### src/rtl/reduce_pkg.sv
// Shared op encoding and bit-combine helpers for the reduction tree.
package reduce_pkg;

  typedef logic [1:0] op_t;

  localparam op_t OP_AND  = 2'b00;
  localparam op_t OP_OR   = 2'b01;
  localparam op_t OP_XOR  = 2'b10;
  localparam op_t OP_RSVD = 2'b11;

  // Identity element used to pad an odd leftover bit; reserved behaves as AND.
  function automatic logic ident(op_t op);
    return !(op == OP_OR || op == OP_XOR);
  endfunction

  function automatic logic comb(logic a, logic b, op_t op);
    case (op)
      OP_OR:   return a | b;
      OP_XOR:  return a ^ b;
      default: return a & b;
    endcase
  endfunction

  // Width of the vector entering tree level k for an n-bit input.
  function automatic int lvl_w(int n, int k);
    return (n + (1 << k) - 1) >> k;
  endfunction

endpackage

### src/rtl/reduce_tree_pipe_if.sv
// Producer/consumer handshake bundle for reduce_tree_pipe.
interface reduce_tree_pipe_if
  import reduce_pkg::*;
#(
  parameter int N = 8
);
  logic [N-1:0] I;
  op_t          I_op;
  logic         I_valid;
  logic         I_ready;
  logic         O;
  logic         O_valid;
  logic         O_ready;

  modport master (output I, I_op, I_valid, O_ready, input I_ready, O, O_valid);
  modport slave  (input I, I_op, I_valid, O_ready, output I_ready, O, O_valid);
endinterface

### src/rtl/reduce_tree_pipe_stage.sv
// One tree level: pairwise combine of W bits into a ceil(W/2)-bit register stage.
module reduce_stage
  import reduce_pkg::*;
#(
  parameter int W = 2
) (
  input  logic               clk,
  input  logic               rst,
  input  logic [W-1:0]       in_data,
  input  op_t                in_op,
  input  logic               in_valid,
  output logic               in_ready,
  input  logic               out_take,
  output logic [(W+1)/2-1:0] out_data,
  output op_t                out_op,
  output logic               out_valid
);
  localparam int WO = (W + 1) / 2;

  logic [2*WO-1:0] pad;
  logic [WO-1:0]   nxt;
  logic            load;

  if (2*WO > W) begin : g_odd
    assign pad = {ident(in_op), in_data};
  end else begin : g_even
    assign pad = in_data;
  end

  always_comb begin
    nxt = '0;
    for (int i = 0; i < WO; i++) nxt[i] = comb(pad[2*i], pad[2*i+1], in_op);
  end

  // A full stage can still accept when its contents leave this same cycle.
  assign in_ready = !out_valid || out_take;
  assign load     = in_valid && in_ready;

  always_ff @(posedge clk or posedge rst) begin
    if (rst) begin
      out_data  <= '0;
      out_op    <= OP_AND;
      out_valid <= 1'b0;
    end else if (load) begin
      out_data  <= nxt;
      out_op    <= in_op;
      out_valid <= 1'b1;
    end else if (out_take) begin
      out_valid <= 1'b0;
    end
  end
endmodule

### src/rtl/reduce_tree_pipe.sv
// Pipelined N-input AND/OR/XOR reduction tree with valid/ready at both ends.
// Optional completed-handshake counter O_count under `define REDUCE_CNT_EN.
module reduce_tree_pipe
  import reduce_pkg::*;
#(
  parameter int N = 8
) (
  input  logic              CLK,
  input  logic              ASYNCRESET,
  reduce_tree_pipe_if.slave bus
`ifdef REDUCE_CNT_EN
  ,
  output logic [15:0]       O_count
`endif
);
  localparam int L = $clog2(N);

  for (genvar k = 0; k < L; k++) begin : lvl
    localparam int WI = lvl_w(N, k);
    localparam int WO = lvl_w(N, k + 1);

    logic [WI-1:0] d;
    op_t           dop;
    logic          dv;
    logic          rdy;
    logic          take;
    logic [WO-1:0] q;
    op_t           qop;
    logic          qv;

    if (k == 0) begin : g_head
      assign d   = bus.I;
      assign dop = bus.I_op;
      assign dv  = bus.I_valid;
    end else begin : g_link
      assign d   = lvl[k-1].q;
      assign dop = lvl[k-1].qop;
      assign dv  = lvl[k-1].qv;
    end

    // Drain happens when the next level (or the consumer) takes our contents.
    if (k == L - 1) begin : g_tail
      assign take = qv && bus.O_ready;
    end else begin : g_mid
      assign take = qv && lvl[k+1].rdy;
    end

    reduce_stage #(.W(WI)) u_stage (
      .clk      (CLK),
      .rst      (ASYNCRESET),
      .in_data  (d),
      .in_op    (dop),
      .in_valid (dv),
      .in_ready (rdy),
      .out_take (take),
      .out_data (q),
      .out_op   (qop),
      .out_valid(qv)
    );
  end

  assign bus.I_ready = lvl[0].rdy;
  assign bus.O       = lvl[L-1].q[0];
  assign bus.O_valid = lvl[L-1].qv;

`ifdef REDUCE_CNT_EN
  logic [15:0] cnt_q;

  always_ff @(posedge CLK or posedge ASYNCRESET) begin
    if (ASYNCRESET)                                            cnt_q <= '0;
    else if (bus.O_valid && bus.O_ready && cnt_q != 16'hFFFF) cnt_q <= cnt_q + 16'd1;
  end

  assign O_count = cnt_q;
`endif
endmodule

### src/flat_wrapper.sv
// flat-port wrapper written by rule: the top's interface ports become plain ports
module reduce_tree_pipe_flat import reduce_pkg::*;
#(
  parameter int N = 8
)
  (CLK, ASYNCRESET, bus_I, bus_I_op, bus_I_valid, bus_O_ready, bus_I_ready, bus_O, bus_O_valid);
  reduce_tree_pipe_if #(.N(N)) bus_i ();
  input  logic CLK;
  input  logic ASYNCRESET;
  input wire logic [$bits(bus_i.I)-1:0] bus_I;
  input wire logic [$bits(bus_i.I_op)-1:0] bus_I_op;
  input wire logic [$bits(bus_i.I_valid)-1:0] bus_I_valid;
  input wire logic [$bits(bus_i.O_ready)-1:0] bus_O_ready;
  output wire logic [$bits(bus_i.I_ready)-1:0] bus_I_ready;
  output wire logic [$bits(bus_i.O)-1:0] bus_O;
  output wire logic [$bits(bus_i.O_valid)-1:0] bus_O_valid;
  assign bus_i.I = bus_I;
  assign bus_i.I_op = bus_I_op;
  assign bus_i.I_valid = bus_I_valid;
  assign bus_i.O_ready = bus_O_ready;
  assign bus_I_ready = bus_i.I_ready;
  assign bus_O = bus_i.O;
  assign bus_O_valid = bus_i.O_valid;
  reduce_tree_pipe #(.N(N)) u_core (.CLK(CLK), .ASYNCRESET(ASYNCRESET), .bus(bus_i));
endmodule
### config.mk
export PLATFORM = sky130hd
export DESIGN_NAME = reduce_tree_pipe_flat
export DESIGN_NICKNAME = d
export VERILOG_FILES = /design/src/rtl/reduce_pkg.sv /design/src/rtl/reduce_tree_pipe_if.sv /design/src/rtl/reduce_tree_pipe_stage.sv /design/src/rtl/reduce_tree_pipe.sv /design/src/flat_wrapper.sv
export SDC_FILE = /design/constraint.sdc
export NUM_CORES = 1
export LEC_CHECK = 0
export BUFFER_PORTS_ARGS = -buffer_cell sky130_fd_sc_hd__buf_4
export CORE_MARGIN = 8
export CORE_UTILIZATION = 55
export DETAILED_ROUTE_END_ITERATION = 12
export MAX_ROUTING_LAYER = met4
export PLACE_DENSITY = 0.84
export SLEW_MARGIN = 20
export SYNTH_ARGS = -nofsm -noshare
export SYNTH_HDL_FRONTEND = slang
export SYNTH_SLANG_ARGS = --single-unit
### constraint.sdc
create_clock -name CLK -period 1.25 [get_ports CLK]
set_input_delay 0.25 -clock CLK [delete_from_list [all_inputs] [get_ports CLK]]
set_output_delay 0.25 -clock CLK [all_outputs]
set_load 0.05 [all_outputs]
* Word-level counts from Yosys, hierarchy flattened
Cells that the tools add are included.
** Operators by class
- Equal/unequal tests :: 6
- Bitwise operators :: 21
- Muxes and demuxes :: 13
- Reduce and logical (&&, ||, !) cells :: 13
** Operators by type and width (number)
- 1-bit case mux with 2 select lines :: 7
- 1-bit bitwise AND :: 7
- 1-bit OR :: 7
- 1-bit bitwise XOR :: 7
- 2-bit by 1-bit equality test with 1-bit output (second input constant) :: 3
- 2-bit equality test (second input constant) :: 3
- 1-bit 2-to-1 mux :: 6
- 2-bit nonzero test :: 3
- 1-bit logical AND :: 4
- 1-bit logical NOT :: 3
- 1-bit logical OR :: 3
** Storage, ports and cells
- Input port bits :: 14
- Output and inout bits :: 3
- Bits in registers :: 14

* Depth between registers and ports, before layout
Gate-level depths: netlist of run 1.
- Depth after elaboration :: 8
- Mapped depth :: 5

* Hierarchy
A second synthesis of run 1 with hierarchy kept.
** Second synthesis, totals
- Cell total of the unflattened synthesis :: 113
- Area total of the unflattened synthesis :: 1173.6 µm²
** By module, submodules not included
- reduce_stage at u_core.lvl[0].u_stage :: area an instance 536.8 µm², times used 1, cells each 54
- reduce_stage at u_core.lvl[1].u_stage :: area an instance 354.1 µm², times used 1, cells each 33
- reduce_stage at u_core.lvl[2].u_stage :: area an instance 264.0 µm², times used 1, cells each 23
- reduce_tree_pipe :: area an instance 18.8 µm², times used 1, cells each 3

* Least setup slack after synthesis of run 1
OpenSTA, ideal clock, no wires.
- Path kind :: register to register
- Start point :: register u_core.lvl[2].u_stage.out_valid
- End point :: register u_core.lvl[0].u_stage.out_op[0]
- Stages on the path, launching flop included :: 4
- Setup time :: 0.079 ns
- Data arrival time :: 1.452 ns
- Data required time :: 1.171 ns
- Path slack :: -0.282 ns
- Cell sequence :: dfrtp_1 > nand4b_4 > nand2_4 > mux2i_1
** Between the ends
- Word-level cells in the longest chain between the ends :: 7
- Elaborated cells on any way between the ends :: 8
** RTL lines
- from (decl) :: RTL line reduce_tree_pipe_stage.sv:16 : output logic out_valid
- from (signal assigned) :: RTL line reduce_tree_pipe_stage.sv:43 : out_valid <= 1'b0;
- from (signal assigned) :: RTL line reduce_tree_pipe_stage.sv:47 : out_valid <= 1'b1;
- from (signal assigned) :: RTL line reduce_tree_pipe_stage.sv:49 : out_valid <= 1'b0;
- 1-bit logical NOT or 1-bit logical AND (tied branches) :: RTL line reduce_tree_pipe_stage.sv:36, reduce_tree_pipe.sv:43
- 1-bit logical OR (*) :: RTL line reduce_tree_pipe_stage.sv:36 : assign in_ready = !out_valid || out_take;
- 1-bit logical AND (*) :: RTL line reduce_tree_pipe.sv:45 : assign take = qv && lvl[k+1].rdy;
- 1-bit logical OR (*) :: RTL line reduce_tree_pipe_stage.sv:36
- 1-bit logical AND (*) :: RTL line reduce_tree_pipe.sv:45
- 1-bit logical OR (*) :: RTL line reduce_tree_pipe_stage.sv:36
- via bus_I_ready :: RTL line flat_wrapper.sv:14 : output wire logic [$bits(bus_i.I_ready)-1:0] bus_I_ready;
- 1-bit logical AND (*) :: RTL line reduce_tree_pipe_stage.sv:37 : assign load = in_valid && in_ready;
- to (signal assigned) :: RTL line reduce_tree_pipe_stage.sv:46 : out_op <= in_op;
- to (decl) :: RTL line reduce_tree_pipe_stage.sv:15 : output op_t out_op,
The timed path passes the listed nets; every way through them passes the cells marked *.
A chain may end at the register's enable or synchronous reset.

* Worst setup path in the final report of run 1
- Start point :: register u_core.lvl[2].u_stage.out_valid
- End point :: output bus_I_ready
** Between the ends
- Word-level cells in the longest chain between the ends :: 6
- Elaborated cells on any way between the ends :: 7
** RTL lines (RTL line)
- 1-bit logical NOT or 1-bit logical AND (tied branches) :: reduce_tree_pipe_stage.sv:36, reduce_tree_pipe.sv:43
- 1-bit logical OR (*) :: reduce_tree_pipe_stage.sv:36
- 1-bit logical AND (*) :: reduce_tree_pipe.sv:45
- 1-bit logical OR (*) :: reduce_tree_pipe_stage.sv:36
- 1-bit logical AND (*) :: reduce_tree_pipe.sv:45
- 1-bit logical OR (*) :: reduce_tree_pipe_stage.sv:36
- to (decl) :: flat_wrapper.sv:14
Mark *: on every way between the ends. The rest lies on a longest branch, timed or not.

==> metrics.txt, run 1 <==
GR Util All Layers between 10% and 20%; Area contributors post-synth dfrtp_1, ha_1, inv_1; max-cap viol count 0; final hold violation count 0; Clock transition at path regs 90 ps; CTS H-tree lvls 1; leakage power total roughly 0.71 nW; CP startpoint kind flip-flop; Crit path arrival time 990 ps; CTS tree yes; Non-Filler Instances between 150 and 200; CP Capture Type primary output; DR pass1 iterations 4; die width 59.19 µm; Initial Util about three fifths; Die Footprint between 3000 and 4000 µm²; Tmin final between 1000 and 1500 ps; count leader, synth inv_1; Final #Nets around 170; Slew @ Worst Pin between 500 and 600 ps; Ant. Diodes 0; Async SR Flop Fraction 100.0%; first-pass GRT wire length 3670 µm; Largest stage delay, worst path 440 ps; syn_area_per_cell between 9 and 10 µm²; RSZ-0062 raised after global routing yes; Syn Std Cell Area roughly 1000 µm²; Port Buffers 16; WL final roughly 2100 µm; Final Cycle Share approximately 100%; Ys Warns 0; CP Max Fanout 3; initial antenna violation count 0; CTS buffer count 3; core box area 1745 µm²; synthesized net count between 100 and 150; largest net degree at the start of global routing 15; CTS Sinks 14; Final ANT Viol Nets 0; Post-synth EDFFs 0; final setup fails 0; hold_ws between 200 and 250 ps; placed insts between 100 and 150; leading area contributor after synthesis dfrtp_1; CTS Buffer Depth 2; vias in the first global route slightly below 900; Post-synth top flop dfrtp_1; DRC 0; Via Count ~810; per-cell routed wire length 13.74 µm; clock skew 4.840 ps; initial DRC count 16; Gate Count Post-Synth between 100 and 150; total grt overflow 0; root buf cell clkbuf_4; Die Y around 59 µm; share of layout cells above drive strength 1 25.38%; via/cell ratio ~5.2; CP Cell Sequence nand4b_4 -> buf_8; site row count 15; Max transition margin about two thirds; Seq cells post-synth 14; status finished clean; Seq/Total Area, Yosys ~34%; hold crit path type in -> reg; worst skew pair latency ~290 ps; critical path type reg -> out; Critical Path RT 1000 ps; post-synthesis cell type count 14; post-DP HPWL ~1700 µm; top cell type's share of synthesized area between 30% and 40%; slowest CP cell dfrtp_2; f_max roughly 0.80 GHz; GP Congestion 0.7835; Pins Over Slew Limit 0; maximum vdd drop between 700 and 800 µV; Layout area overhead 25.49%; Commonest cells post-synth inv_1, ha_1, dfrtp_1; Top Ports 17; P per Cell Area between 1000 and 1500 nW/µm²
[path summary, 6_finish.rpt]
kind,startpoint,to,slack [ps],cells past startpoint
hold / removal,bus_I_valid,u_core.lvl[0].u_stage.out_valid,220,2
max in group asynchronous,ASYNCRESET,u_core.lvl[0].u_stage.out_valid,330,3
setup reg to reg,u_core.lvl[0].u_stage.out_data[3],u_core.lvl[1].u_stage.out_data[1],60,4
min in group asynchronous,ASYNCRESET,u_core.lvl[2].u_stage.out_data,550,3
setup / recovery,u_core.lvl[2].u_stage.out_valid,bus_I_ready,6,2
hold reg to reg,u_core.lvl[2].u_stage.out_data,u_core.lvl[2].u_stage.out_data,510,1
[routing by layer]
| layer | GRT usage [%] | wire [µm] |
|---|---|---|
| met1 | 13.63 | 864 |
| met2 | 25.58 | 1175 |
| met3 | 2.386 | 45 |
| met5 | - | 0 |
| met4 | 7.167 | 45 |
[logic make-up (layout without fill, tap and decap cells)]
logic type | count (synthesis) | in the layout | synth area share, %
simple gates | 23 | 23 | 15.37
compound gates | 14 | 14 | 11.95
mux | 4 | 4 | 3.903
buf+inv | 28 | 55 | 10.24
flops | 14 | 14 | 34.15
fa+ha+maj | 20 | 20 | 24.39
[metrics by stage]
| stage | setup TNS, ps | total power (W) | util [%] | cell area (µm²) | setup slack (ps) |
|---|---|---|---|---|---|
| global route | -52.48 | 0.001708 | 73.76 | 1287 | -44.71 |
| detailed placement | -155.9 | 0.001224 | 67.96 | 1186 | -91.42 |
| floorplan | -91.96 | 0.001033 | - | 1027 | -45.98 |
| global placement | 0 | 0.001179 | 67.96 | 1186 | 33.25 |
| CTS | -5.522 | 0.001539 | 72.62 | 1267 | -5.522 |
| finish | 0 | 0.001590 | 73.76 | 1287 | 5.696 |
[worst max-delay path: cells and delay by family (launching register included)]
| kind | cells | cell delay, ps |
|---|---|---|
| buffers and inverters | 1 | 150 |
| flip-flops | 1 | 440 |
| AND/OR/NAND/NOR | 1 | 110 |
[cells in the final DEF, fill, tap and decap left out, types with 2 or more instances in the layout]
cell type | netlist | layout
a221oi_1 | 7 | 4
a221oi_2 | 0 | 3
buf_4 | 0 | 21
clkbuf_4 | 0 | 3
dfrtp_1 | 14 | 12
dfrtp_2 | 0 | 2
ha_1 | 20 | 20
inv_1 | 28 | 28
mux2i_1 | 4 | 4
nand2b_1 | 10 | 10
nand3_1 | 7 | 7
o2bb2ai_1 | 7 | 7
[area by class of cell]
cell class / instances / area (µm²)
inverters: 28 / 105.1
flip-flops and latches: 14 / 352.8
well taps: 25 / 31.28
repair buffers: 23 / 182.7
multi-input cells: 61 / 589.3
fillers: 134 / 457.9
clock buffers: 4 / 26.28
[sequential cells by signal, summed over array words and instances, names as in the netlist]
register and count:
u_core.lvl.u_stage.out_valid 3, u_core.lvl.u_stage.out_data 7, u_core.lvl.u_stage.out_op 4
[where the power goes]
part,leakage (nW),internal [W],switching (W)
Combinational,0.528,0.000313,0.000374
Sequential,0.165,0.000552,0.0000719
Clock,0.0150,0.000124,0.000156
Total,0.708,0.000988,0.000601
[timing repair]
item	in CTS	in global routing
buffers inserted	4	1
resized for setup	4	2
endpoints found under the hold margin	5	0
hold buffers	1	0
gates cloned	0	0
pin swaps	1	0
endpoints found under the setup margin	2	4
Power figures use the tool's default switching activity.
==> run 2, diff against run 1 <==
--- a/config.mk
+++ b/config.mk
@@ -7,11 +7,12 @@
 export LEC_CHECK = 0
 export BUFFER_PORTS_ARGS = -buffer_cell sky130_fd_sc_hd__buf_4
 export CORE_MARGIN = 8
-export CORE_UTILIZATION = 55
+export CORE_UTILIZATION = 56
 export DETAILED_ROUTE_END_ITERATION = 12
 export MAX_ROUTING_LAYER = met4
 export PLACE_DENSITY = 0.84
 export SLEW_MARGIN = 20
 export SYNTH_ARGS = -nofsm -noshare
 export SYNTH_HDL_FRONTEND = slang
+export SYNTH_HIERARCHICAL = 1
 export SYNTH_SLANG_ARGS = --single-unit
==> run 2 against run 1 <==
The flow now finishes with violations (negative setup slack). Sequential power is 21% higher. Global-route usage is 0.69 points higher. Synthesized cell count is 5.8% higher. Via count is 2.8% higher. Clock skew is 1.0 ps higher.
==> metrics.txt, run 2 <==
Die Y 60.19 µm (+1.7%); total grt overflow 0 (unchanged); most frequent cells in the layout inv_1, buf_4, ha_1; design area 1455 µm² (+13%); Hold Path Stages 2 (unchanged); R2R depth 9 (+5); Final #Nets 179 (+8.5%); DRC 0 (unchanged); commonest non-fill, non-tap cell in the layout inv_1; slowest CP cell dfrtp_2; Die Footprint 3623 µm² (+3.4%); Ant. Diodes 0 (unchanged); maximum vdd drop 957.1 µV (+33%); Reg2Reg Capture Point u_core/lvl[0].u_stage/out_op[0]; final setup fails 13 (+13); final setup margin -623.7 ps (-629.4 ps); Ys Warns 6 (+6); Max transition margin 82.02% (+16 points); Clock transition at path regs 90 ps (about the same); CP Max Fanout 2 (-1); Gate Count Post-Synth 109 (+5.8%); setup_tns -5051 ps (-5051 ps); Final ANT Viol Nets 0 (unchanged); per-cell routed wire length 12.32 µm (-10%); RSZ-0062 raised after global routing yes; Seq pwr share 28.8% (-10 points); clock skew 5.850 ps (+1.010 ps); Largest stage delay, worst path 410 ps (-30 ps); Top Ports 17 (unchanged); synthesized net count 143 (+4.4%); Crit path arrival time 1620 ps (+630 ps); die width 60.19 µm (+1.7%); Critical Path RT 1000 ps (about the same); CP Cell Sequence and2_4 -> nand2b_4 -> and2_4 -> nand2b_4 -> and2_4 -> nand2b_4 -> buf_8; Syn Std Cell Area 1094 µm² (+6.6%); post-DP HPWL 1764 µm (+6.7%); placed insts 165 (+14%); largest net degree at the start of global routing 9 (-6); Sw Ratio 38.08% (+0.25 points); Clock Power Share 12.5% (-5.1 points); CTS H-tree lvls 1 (unchanged); CTS Sinks 14 (unchanged); first-pass GRT wire length 3857 µm (+5.1%); DP Area 1359 µm² (+15%); Biggest register u_core/lvl.u_stage/out_data; Sequential Area 351.6 µm² (-0.35%); worst r2r src u_core/lvl[2].u_stage/out_valid; Reg2Reg Setup Slack -560 ps (-620 ps); Via Count 836 (+2.8%); biggest regs u_core/lvl.u_stage/out_data: 7 flops, u_core/lvl.u_stage/out_op: 4 flops, u_core/lvl.u_stage/out_valid: 3 flops; hold endpoint u_core/lvl[0].u_stage/out_op[1]; vias in the first global route 929 (+6.4%); CTS Buffer Depth 2 (unchanged); site row count 16 (+1); Non-Filler Instances 171 (+10%); max reg flops 7 (unchanged); CP Capture Type primary output; WL final 2106 µm (-1.1%); critical path type reg -> out; Initial Util 57.50% (-1.3 points); Tmin final 1874 ps (+629.4 ps); leakage power total 0.8001 nW (+13%); GP Congestion 0.8164 (+4.2%); CTS tree yes; via/cell ratio 4.889 (-6.8%); hold_ws 217.6 ps (+2.083 ps); Final Cycle Share 149.9% (+50 points); f_max 0.5337 GHz (-34%); initial antenna violation count 0 (unchanged); root buf cell clkbuf_4; CTS buffer count 3 (unchanged); max-cap viol count 0 (unchanged); P_sw 0.0009983 W (+66%); failing checks negative setup slack; layout filler cell count 130 (-3.0%); initial DRC count 10 (-6); P per Cell Area 1802 nW/µm² (+46%); core box area 1902 µm² (+9.0%); final hold violation count 0 (unchanged); CP startpoint kind flip-flop; share of layout cells above drive strength 1 36.11% (+11 points); Pins Over Slew Limit 0 (unchanged); DR pass1 iterations 4 (unchanged); hold crit path type in -> reg; status finished with violations; Layout area overhead 33.07%; internal power 0.001624 W (+64%); combinational power share 58.8% (+16 points); GR Util All Layers 14.63% (+0.69 points); Port Buffers 16 (unchanged); area of the multi-input gates 659.4 µm² (+12%); worst skew pair latency 280 ps (about the same); HP Start bus_I_op[1]; Slew @ Worst Pin 269.3 ps (-240.9 ps); syn_area_per_cell 10.03 µm² (+0.72%)
-- run 2: worst max path at each step --
stage / slack [ps] / endpoint / depth (start not counted) / from
after floorplan: -790 / u_core/lvl[0].u_stage/out_op[0] / 9 / u_core/lvl[2].u_stage/out_valid
after global placement: -410 / u_core/lvl[0].u_stage/out_op[1] / 8 / u_core/lvl[2].u_stage/out_valid
after detailed placement: -440 / u_core/lvl[0].u_stage/out_op[0] / 8 / u_core/lvl[2].u_stage/out_valid
after CTS: -630 / bus_I_ready / 7 / u_core/lvl[2].u_stage/out_valid
after global routing: -680 / bus_I_ready / 7 / u_core/lvl[2].u_stage/out_valid
final: -620 / bus_I_ready / 7 / u_core/lvl[2].u_stage/out_valid
-- run 2: worst max-delay path, delay by kind of cell (launching register included) --
family	cells	cell delay, ps
simple gates	6	790
flops	1	410
buf+inv	1	150
-- run 2: power by group through the flow --
stage               Sequential [W]  Combinational [W]  Clock [W]
global route              0.000782            0.00172   0.000355
detailed placement        0.000764            0.00141          0
finish                    0.000754            0.00154   0.000327
floorplan                 0.000832           0.000899          0
CTS                       0.000758            0.00148   0.000330
global placement          0.000754            0.00134          0
-- run 2: repair_timing --
item	4_1_cts	5_1_grt
hold buffers	1	0
setup buffers	1	0
pin swaps	1	0
setup endpoints to repair	14	15
hold endpoints to repair	14	0
resized for setup	6	5
-- run 2: layout make-up --
| class | instances | share of cell area (%) |
|---|---|---|
| Tap cell | 27 | 2.322 |
| Clock buffer | 4 | 2.494 |
| Multi-Input combinational cell | 64 | 45.31 |
| Inverter | 30 | 7.739 |
| Sequential cell | 14 | 24.16 |
| Timing Repair Buffer | 32 | 17.97 |
-- run 2: per-stage QoR --
stage | utilization, % | setup WS, ps | power (W)
after detailed placement | 71.45 | -437.5 | 0.002177
after global routing | 76.51 | -676.2 | 0.002855
after floorplan | - | -788.2 | 0.001731
after global placement | 71.45 | -407.9 | 0.002092
after CTS | 75.26 | -628.1 | 0.002571
final | 76.51 | -623.7 | 0.002622
-- run 2: per-layer routing --
layer | up-vias | share of wire (%) | global-route usage [%]
met2 | 18 | 58 | 26.52
li1 | 423 | - | -
met4 | 0 | 1.6 | 9.184
met1 | 393 | 38 | 14.13
met3 | 2 | 2.8 | 2.151
met5 | - | 0 | -
